## config.mk

```make
export PLATFORM = sky130hd
export DESIGN_NAME = fp_extreme_finder
export DESIGN_NICKNAME = d
export VERILOG_FILES = /design/src/rtl/fp_pkg.sv /design/src/rtl/fp_key_cmp.sv /design/src/rtl/fp_extreme_finder.sv
export SDC_FILE = /design/constraint.sdc
export NUM_CORES = 1
export LEC_CHECK = 0
export CAP_MARGIN = 10
export CORE_MARGIN = 2
export CORE_UTILIZATION = 50
export DETAILED_ROUTE_END_ITERATION = 10
export PLACE_DENSITY = 0.78
export SLEW_MARGIN = 20
export SYNTH_ARGS = -nofsm -noshare
export SYNTH_HDL_FRONTEND = slang
export SYNTH_SLANG_ARGS = --single-unit
```

## constraint.sdc

```tcl
create_clock -name clk -period 5.1 [get_ports clk]
set_clock_uncertainty 0.1 [all_clocks]
set_input_delay 1.02 -clock clk [delete_from_list [all_inputs] [get_ports clk]]
set_output_delay 1.02 -clock clk [all_outputs]
set_load 0.01 [all_outputs]
```

## src/rtl/fp_pkg.sv

```systemverilog
// Shared IEEE-754 single-precision definitions for the extreme-value finder:
// field accessors, constants, NaN detection and the control state encoding.
package fp_pkg;

    localparam int FP_W     = 32;
    localparam int FP_EXP_W = 8;
    localparam int FP_MAN_W = 23;

    localparam logic [FP_W-1:0]     FP_POS_ZERO = 32'h0000_0000;
    localparam logic [FP_W-1:0]     FP_NEG_ZERO = 32'h8000_0000;
    localparam logic [FP_EXP_W-1:0] FP_EXP_ALL1 = 8'hFF;

    typedef enum logic [1:0] {
        IDLE = 2'd0,
        LOAD = 2'd1,
        DONE = 2'd2
    } fsm_state_e;

    function automatic logic fp_sign(input logic [FP_W-1:0] x);
        return x[31];
    endfunction

    function automatic logic [FP_EXP_W-1:0] fp_exp(input logic [FP_W-1:0] x);
        return x[30:23];
    endfunction

    function automatic logic [FP_MAN_W-1:0] fp_man(input logic [FP_W-1:0] x);
        return x[22:0];
    endfunction

    function automatic logic [FP_W-2:0] fp_mag(input logic [FP_W-1:0] x);
        return x[30:0];
    endfunction

    function automatic logic is_nan(input logic [FP_W-1:0] x);
        return (fp_exp(x) == FP_EXP_ALL1) && (fp_man(x) != 23'd0);
    endfunction

endpackage

```

## src/rtl/fp_key_cmp.sv

```systemverilog
// Combinational ordering of two non-NaN floats: a_better is 1 when a is
// strictly larger (max mode) or strictly smaller (min mode) than b.
module fp_key_cmp
    import fp_pkg::*;
(
    input  logic [FP_W-1:0] a,
    input  logic [FP_W-1:0] b,
    input  logic            mode_min,
    output logic            a_better
);

    logic [FP_W-1:0] key_a_s;
    logic [FP_W-1:0] key_b_s;

    // Map sign-magnitude onto an unsigned total order; -0 folds onto +0 so they tie.
    function automatic logic [FP_W-1:0] order_key(input logic [FP_W-1:0] x);
        logic [FP_W-1:0] c;
        c = (x == FP_NEG_ZERO) ? FP_POS_ZERO : x;
        return fp_sign(c) ? ~c : {1'b1, fp_mag(c)};
    endfunction

    // Strict comparison in the requested direction
    always_comb begin
        key_a_s = order_key(a);
        key_b_s = order_key(b);
        if (mode_min) begin
            a_better = (key_a_s < key_b_s);
        end else begin
            a_better = (key_a_s > key_b_s);
        end
    end

endmodule

```

## src/rtl/fp_extreme_finder.sv

```systemverilog
// Streams N single-precision operands and reports the max or min qualifying
// value with its arrival index; NaNs and sub-eps magnitudes are discarded.
module fp_extreme_finder
    import fp_pkg::*;
#(
    parameter int N     = 4,
    parameter int IDX_W = $clog2(N),
    parameter int CNT_W = $clog2(N + 1)
) (
    input  logic             clk,
    input  logic             rst,
    input  logic             start,
    input  logic             mode_min,
    input  logic [FP_W-1:0]  eps,
    input  logic             in_valid,
    output logic             in_ready,
    input  logic [FP_W-1:0]  in_data,
    output logic             done,
    output logic             found,
    output logic [FP_W-1:0]  result,
    output logic [IDX_W-1:0] result_idx,
    output logic [CNT_W-1:0] ignored_cnt,
    output logic             nan_seen
);

    fsm_state_e       state_q,   state_d;
    logic             mode_q,    mode_d;
    logic [FP_W-2:0]  eps_q,     eps_d;
    logic [FP_W-1:0]  best_q,    best_d;
    logic [IDX_W-1:0] idx_q,     idx_d;
    logic             found_q,   found_d;
    logic [CNT_W-1:0] ign_q,     ign_d;
    logic             nan_q,     nan_d;
    logic [CNT_W-1:0] cnt_q,     cnt_d;
    logic             better_s;
    logic             unused_eps_sign_s;

    assign unused_eps_sign_s = fp_sign(eps);

    fp_key_cmp u_key_cmp (
        .a        (in_data),
        .b        (best_q),
        .mode_min (mode_q),
        .a_better (better_s)
    );

    // Next-state and datapath update for the IDLE -> LOAD -> DONE run sequence
    always_comb begin
        state_d = state_q;
        mode_d  = mode_q;
        eps_d   = eps_q;
        best_d  = best_q;
        idx_d   = idx_q;
        found_d = found_q;
        ign_d   = ign_q;
        nan_d   = nan_q;
        cnt_d   = cnt_q;
        case (state_q)
            IDLE: begin
                if (start) begin
                    state_d = LOAD;
                    mode_d  = mode_min;
                    eps_d   = fp_mag(eps);
                    best_d  = FP_POS_ZERO;
                    idx_d   = {IDX_W{1'b0}};
                    found_d = 1'b0;
                    ign_d   = {CNT_W{1'b0}};
                    nan_d   = 1'b0;
                    cnt_d   = {CNT_W{1'b0}};
                end else begin
                    state_d = IDLE;
                end
            end
            LOAD: begin
                if (in_valid) begin
                    cnt_d = cnt_q + CNT_W'(1);
                    if (is_nan(in_data)) begin
                        nan_d = 1'b1;
                        ign_d = ign_q + CNT_W'(1);
                    end else if (fp_mag(in_data) < eps_q) begin
                        ign_d = ign_q + CNT_W'(1);
                    end else if (!found_q || better_s) begin
                        // Strict improvement only, so ties keep the earlier index
                        found_d = 1'b1;
                        best_d  = in_data;
                        idx_d   = cnt_q[IDX_W-1:0];
                    end else begin
                        best_d = best_q;
                    end
                    if (cnt_q == CNT_W'(N - 1)) begin
                        state_d = DONE;
                    end else begin
                        state_d = LOAD;
                    end
                end else begin
                    state_d = LOAD;
                end
            end
            DONE: begin
                state_d = IDLE;
            end
            default: begin
                state_d = IDLE;
            end
        endcase
    end

    // State and datapath registers with synchronous reset
    always_ff @(posedge clk) begin
        if (rst) begin
            state_q <= IDLE;
            mode_q  <= 1'b0;
            eps_q   <= {(FP_W-1){1'b0}};
            best_q  <= FP_POS_ZERO;
            idx_q   <= {IDX_W{1'b0}};
            found_q <= 1'b0;
            ign_q   <= {CNT_W{1'b0}};
            nan_q   <= 1'b0;
            cnt_q   <= {CNT_W{1'b0}};
        end else begin
            state_q <= state_d;
            mode_q  <= mode_d;
            eps_q   <= eps_d;
            best_q  <= best_d;
            idx_q   <= idx_d;
            found_q <= found_d;
            ign_q   <= ign_d;
            nan_q   <= nan_d;
            cnt_q   <= cnt_d;
        end
    end

    assign in_ready    = (state_q == LOAD);
    assign done        = (state_q == DONE);
    assign found       = found_q;
    assign result      = best_q;
    assign result_idx  = idx_q;
    assign ignored_cnt = ign_q;
    assign nan_seen    = nan_q;

endmodule

```

==> reports/qor_table.md <==
| Stage | Metric | This run |
| --- | --- | --- |
| yosys | Sequential fraction of the synthesis area | 28.1% |
| sta | Count of endpoints failing hold in the final timing report | 0 |
| yosys | Ranking of synthesized cells by area | sky130_fd_sc_hd__dfxtp_1 28%, sky130_fd_sc_hd__ha_1 15%, sky130_fd_sc_hd__nand2_1 12% |
| setup path | Critical register-to-register path startpoint | result[3] |
| power | PnR Total Power | 0.00164 W |
| sta | Count of endpoints failing setup in the final report | 0 |
| yosys | FFs w/ async S/R, synth | 0% |
| clock tree | CTS Sinks | 76 |
| run status | Run status | finished clean |
| layout | Share of cells above drive strength 1 | 6.72% |
| yosys | Count of different cell masters after synthesis | 47 |
| global route | Global-route wire length before repair | 24.4 mm |
| sta | Final critical-path share of the clock period | 92.7% |
| setup path | Crit path max-delay family | simple AND/OR/NAND/NOR gates |
| sta | Final critical delay including setup and external delays | 4.73 ns |
| clock tree | Buffer cell driving the clock tree root | sky130_fd_sc_hd__clkbuf_8 |
| hold path | Hold crit path type | reg -> reg |
| setup path | Register-to-Register Setup Slack | 1.14 ns |
| floorplanning | Die area | 0.0117 mm² |
| setup path | Number of buffer and inverter stages on the critical path | 3 |
| sta | Slew margin rel. | 58.1% |
| layout | Antenna diode count | 0 |
| floorplanning | Core region area | 0.0104 mm² |
| clock tree | Source-to-sink clock delay at the later pin of the worst-skew pair | 0.36 ns |
| yosys | Total of warnings raised by yosys | 0 |
| clock tree | # H-tree levels | 3 |
| layout | # nets final | 946 |
| global route | Global-route total usage across every layer | 26.2% |
| power | Areal power density over the cells | 234 mW/mm² |
| yosys | Seq cells post-synth | 76 |
| setup path | Worst setup path class | in -> reg |
| global route | Vias in the first global route | 5222 |
| yosys | EDFF count, synth | 0 |
| setup path | Worst Reg-to-Reg Cells | 14 |
| setup path | Critical path launch point type | input pin |
| detailed routing | Antenna-violating nets left | 0 |
| detailed routing | Total iterations of the first detailed-routing run | 5 |
| yosys | Share of Yosys cell area claimed by the top area cell type | 28.1% |
| clock tree | Number of buffers added for setup after CTS | 0 |
| place | Dpl hpwl | 11.3 mm |
| global route | Global route total overflow | 0 |
| setup path | Maximum fanout along the worst path | 33 |
| yosys | Most instantiated cells after synthesis | 176 x sky130_fd_sc_hd__nand2_1, 76 x sky130_fd_sc_hd__dfxtp_1, 64 x sky130_fd_sc_hd__ha_1 |
| floorplanning | Die width | 108 µm |
| setup path | End of the worst register-to-register path | result[20] |
| floorplanning | Die boundary height | 108 µm |
| setup path | Sort of element at the end of the critical path | flip-flop |
| detailed routing | Total routed wirelength | 14.8 mm |
| yosys | Most frequently used cell type in the post-synthesis netlist | sky130_fd_sc_hd__nand2_1 |
| power | Peak supply drop | 0.000162 V |
| hold path | Endpoint of the worst hold-timing path | eps_q[18] |
| yosys | Dominant cell type by area after synthesis | sky130_fd_sc_hd__dfxtp_1 |
| clock tree | CTS clock-pin slew for the worst setup and hold paths | 0.09 ns |
| clock tree | Clock tree from TritonCTS | done |
| sta | RSZ-0062 raised after global routing | false |
| layout | Syn-to-layout area delta | 29.4% |
| layout | Fin area | 0.00700 mm² |
| setup path | Worst endpoint data arrival time | 4.93 ns |
| setup path | Critical Path Slowest Stage Cell | sky130_fd_sc_hd__clkdlybuf4s50_1 |
| hold path | Beginning of the worst hold path | eps_q[18] |
| yosys | Mean area per synthesized cell | 7.71 µm² |
| detailed routing | Via density per instance | 5.48 |
| setup path | Critical path data required time | 5.30 ns |
| global route | Pin count of the biggest net entering global routing | 36 |
| floorplanning | Starting utilization of the core area | 51.9% |
| setup path | Cell Chain, Critical Path | clkdlybuf4s50_1 -> nor4_4 -> nand4_1 -> nor3_2 -> buf_12 -> nor2_1 -> ha_1 -> a21oi_1 -> o21ai_0 -> a211oi_1 -> o21ai_0 -> a211oi_1 -> nand4b_1 -> nand3_2 -> buf_12 -> mux2i_1 |
| clock tree | # hold bufs at CTS | 0 |
| yosys | Dominant synthesized flop cell | sky130_fd_sc_hd__dfxtp_1 |
| yosys | Cells after synthesis | 702 |
| setup path | Worst stage delay on the critical path | 0.47 ns |
| detailed routing | Final routed wire length divided by cell count | 15.5 µm |
| floorplanning | Number of top-level design ports | 110 |
| clock tree | Longest Clk Path Bufs | 2 |
| flow run | Number of maximum-capacitance constraint violations | 0 |
| detailed routing | Via count | 5224 |
| detailed routing | DRC Markers | 0 |
| hold path | Worst hold path depth | 2 |
| floorplanning | Count of standard-cell rows | 37 |
| place | Post-DP Area | 0.00675 mm² |
| yosys | Number of nets produced by synthesis | 835 |
| clock tree | CTS buffer count | 9 |
| global route | Number of antenna violations at the first check in global routing | 0 |
| detailed routing | Initial DRC Count | 239 |
| place | Weighted congestion reported at the end of routability-driven placement | 0.901 |
| sta | Number of slew-limit violations in the final report | 0 |
| sta | Actual slew at the worst max-slew pin | 0.627 ns |
| sta | Fmax | 0.211 GHz |
| yosys | Post-synth design cell area | 0.00541 mm² |
| place | Quantity of I/O buffers inserted on ports | 108 |
| power | Leakage power summed over all cells | 2.94 nW |
[state kept, by name (all words and copies together) (netlist names)]
signal,count
result,32
eps_q,31
cnt_q,3
ignored_cnt,3
result_idx,2
state_q,2
found,1
mode_q,1
nan_seen,1
[placed cells by master, fill, tap and decap left out, drive strengths merged, types with 9 or more instances in the layout]
cell | netlist | routed
xor2 | 34 | 34
nand4 | 15 | 15
xnor2 | 30 | 30
dfxtp | 76 | 76
mux2i | 34 | 34
a21oi | 49 | 49
o21ai | 13 | 13
inv | 35 | 35
nand3 | 11 | 11
clkdlybuf4s50 | 0 | 107
nor4 | 14 | 14
ha | 64 | 64
buf | 8 | 31
nand2 | 176 | 176
nor2 | 47 | 47
clkbuf | 30 | 9
[final cells by class]
| cell class | instances | area [µm²] |
|---|---|---|
| multi-input cells | 553 | 3600 |
| fillers | 898 | 3410 |
| flip-flops and latches | 76 | 1520 |
| repair buffers | 138 | 1340 |
| well taps | 136 | 170 |
| inverters | 35 | 131 |
| clock buffers | 9 | 124 |
| clock inverters | 7 | 115 |
[cells by family after synthesis]
| group | synth area share [%] |
|---|---|
| AND/OR/NAND/NOR | 23.7 |
| adder cells (fa/ha/maj) | 14.8 |
| AO/OA/AOI/OAI | 11.0 |
| buffers and inverters | 5.78 |
| XOR/XNOR | 10.4 |
| flip-flops | 28.1 |
| multiplexers | 6.29 |
[worst register-to-register path: cells and delay by family, from the launching register on]
| kind | cells | cell delay (ns) |
|---|---|---|
| buffers and inverters | 1 | 0.20 |
| DFF | 1 | 0.36 |
| and+or+nand+nor | 6 | 1.73 |
| adders and majority gates | 1 | 0.25 |
| AOI/OAI and AO/OA | 5 | 1.04 |
| muxes | 1 | 0.21 |
[per-stage QoR]
step                      instances  setup WS, ns  util, %  hold WS (ns)  setup TNS, ns
after floorplan                 702         0.976        -         0.336              0
after global placement          938        -0.148     64.8         0.345          -4.73
after detailed placement        938        -0.207     64.8         0.349          -6.07
after CTS                       954         0.137     67.1         0.361              0
after global routing            954       0.00162     67.2         0.376              0
final                           954         0.371     67.2         0.360              0
[power breakdown]
group	total, W	internal [W]	switching [W]
Sequential	0.000637	0.000617	0.0000198
Clock	0.000565	0.000323	0.000242
Combinational	0.000440	0.000215	0.000225
Total	0.00164	0.00116	0.000487
[layer usage]
metal  routed length, µm  track usage (%)
met1                6490             33.8
met2                7230             45.1
met3                 806             4.58
met4                 252             7.05
met5                   0                0
[worst max-delay path by stage]
stage                     slack, ns  depth (start not counted)        start          to
final                          0.37                         16  in_data[22]  result[20]
after CTS                      0.14                         16  in_data[21]  result[20]
after detailed placement      -0.21                         16  in_data[21]  result[20]
after global routing          0.002                         16  in_data[26]  result[19]
after floorplan                0.98                         16   in_data[5]   result[0]
after global placement        -0.15                         16   in_data[0]  result[26]
[what timing repair did]
item / 4_1_cts / 5_1_grt
endpoints found under the setup margin: 0 / 35
gates resized for setup: 0 / 2
hold endpoints to repair: 0 / 0
Power figures use the tool's default switching activity.
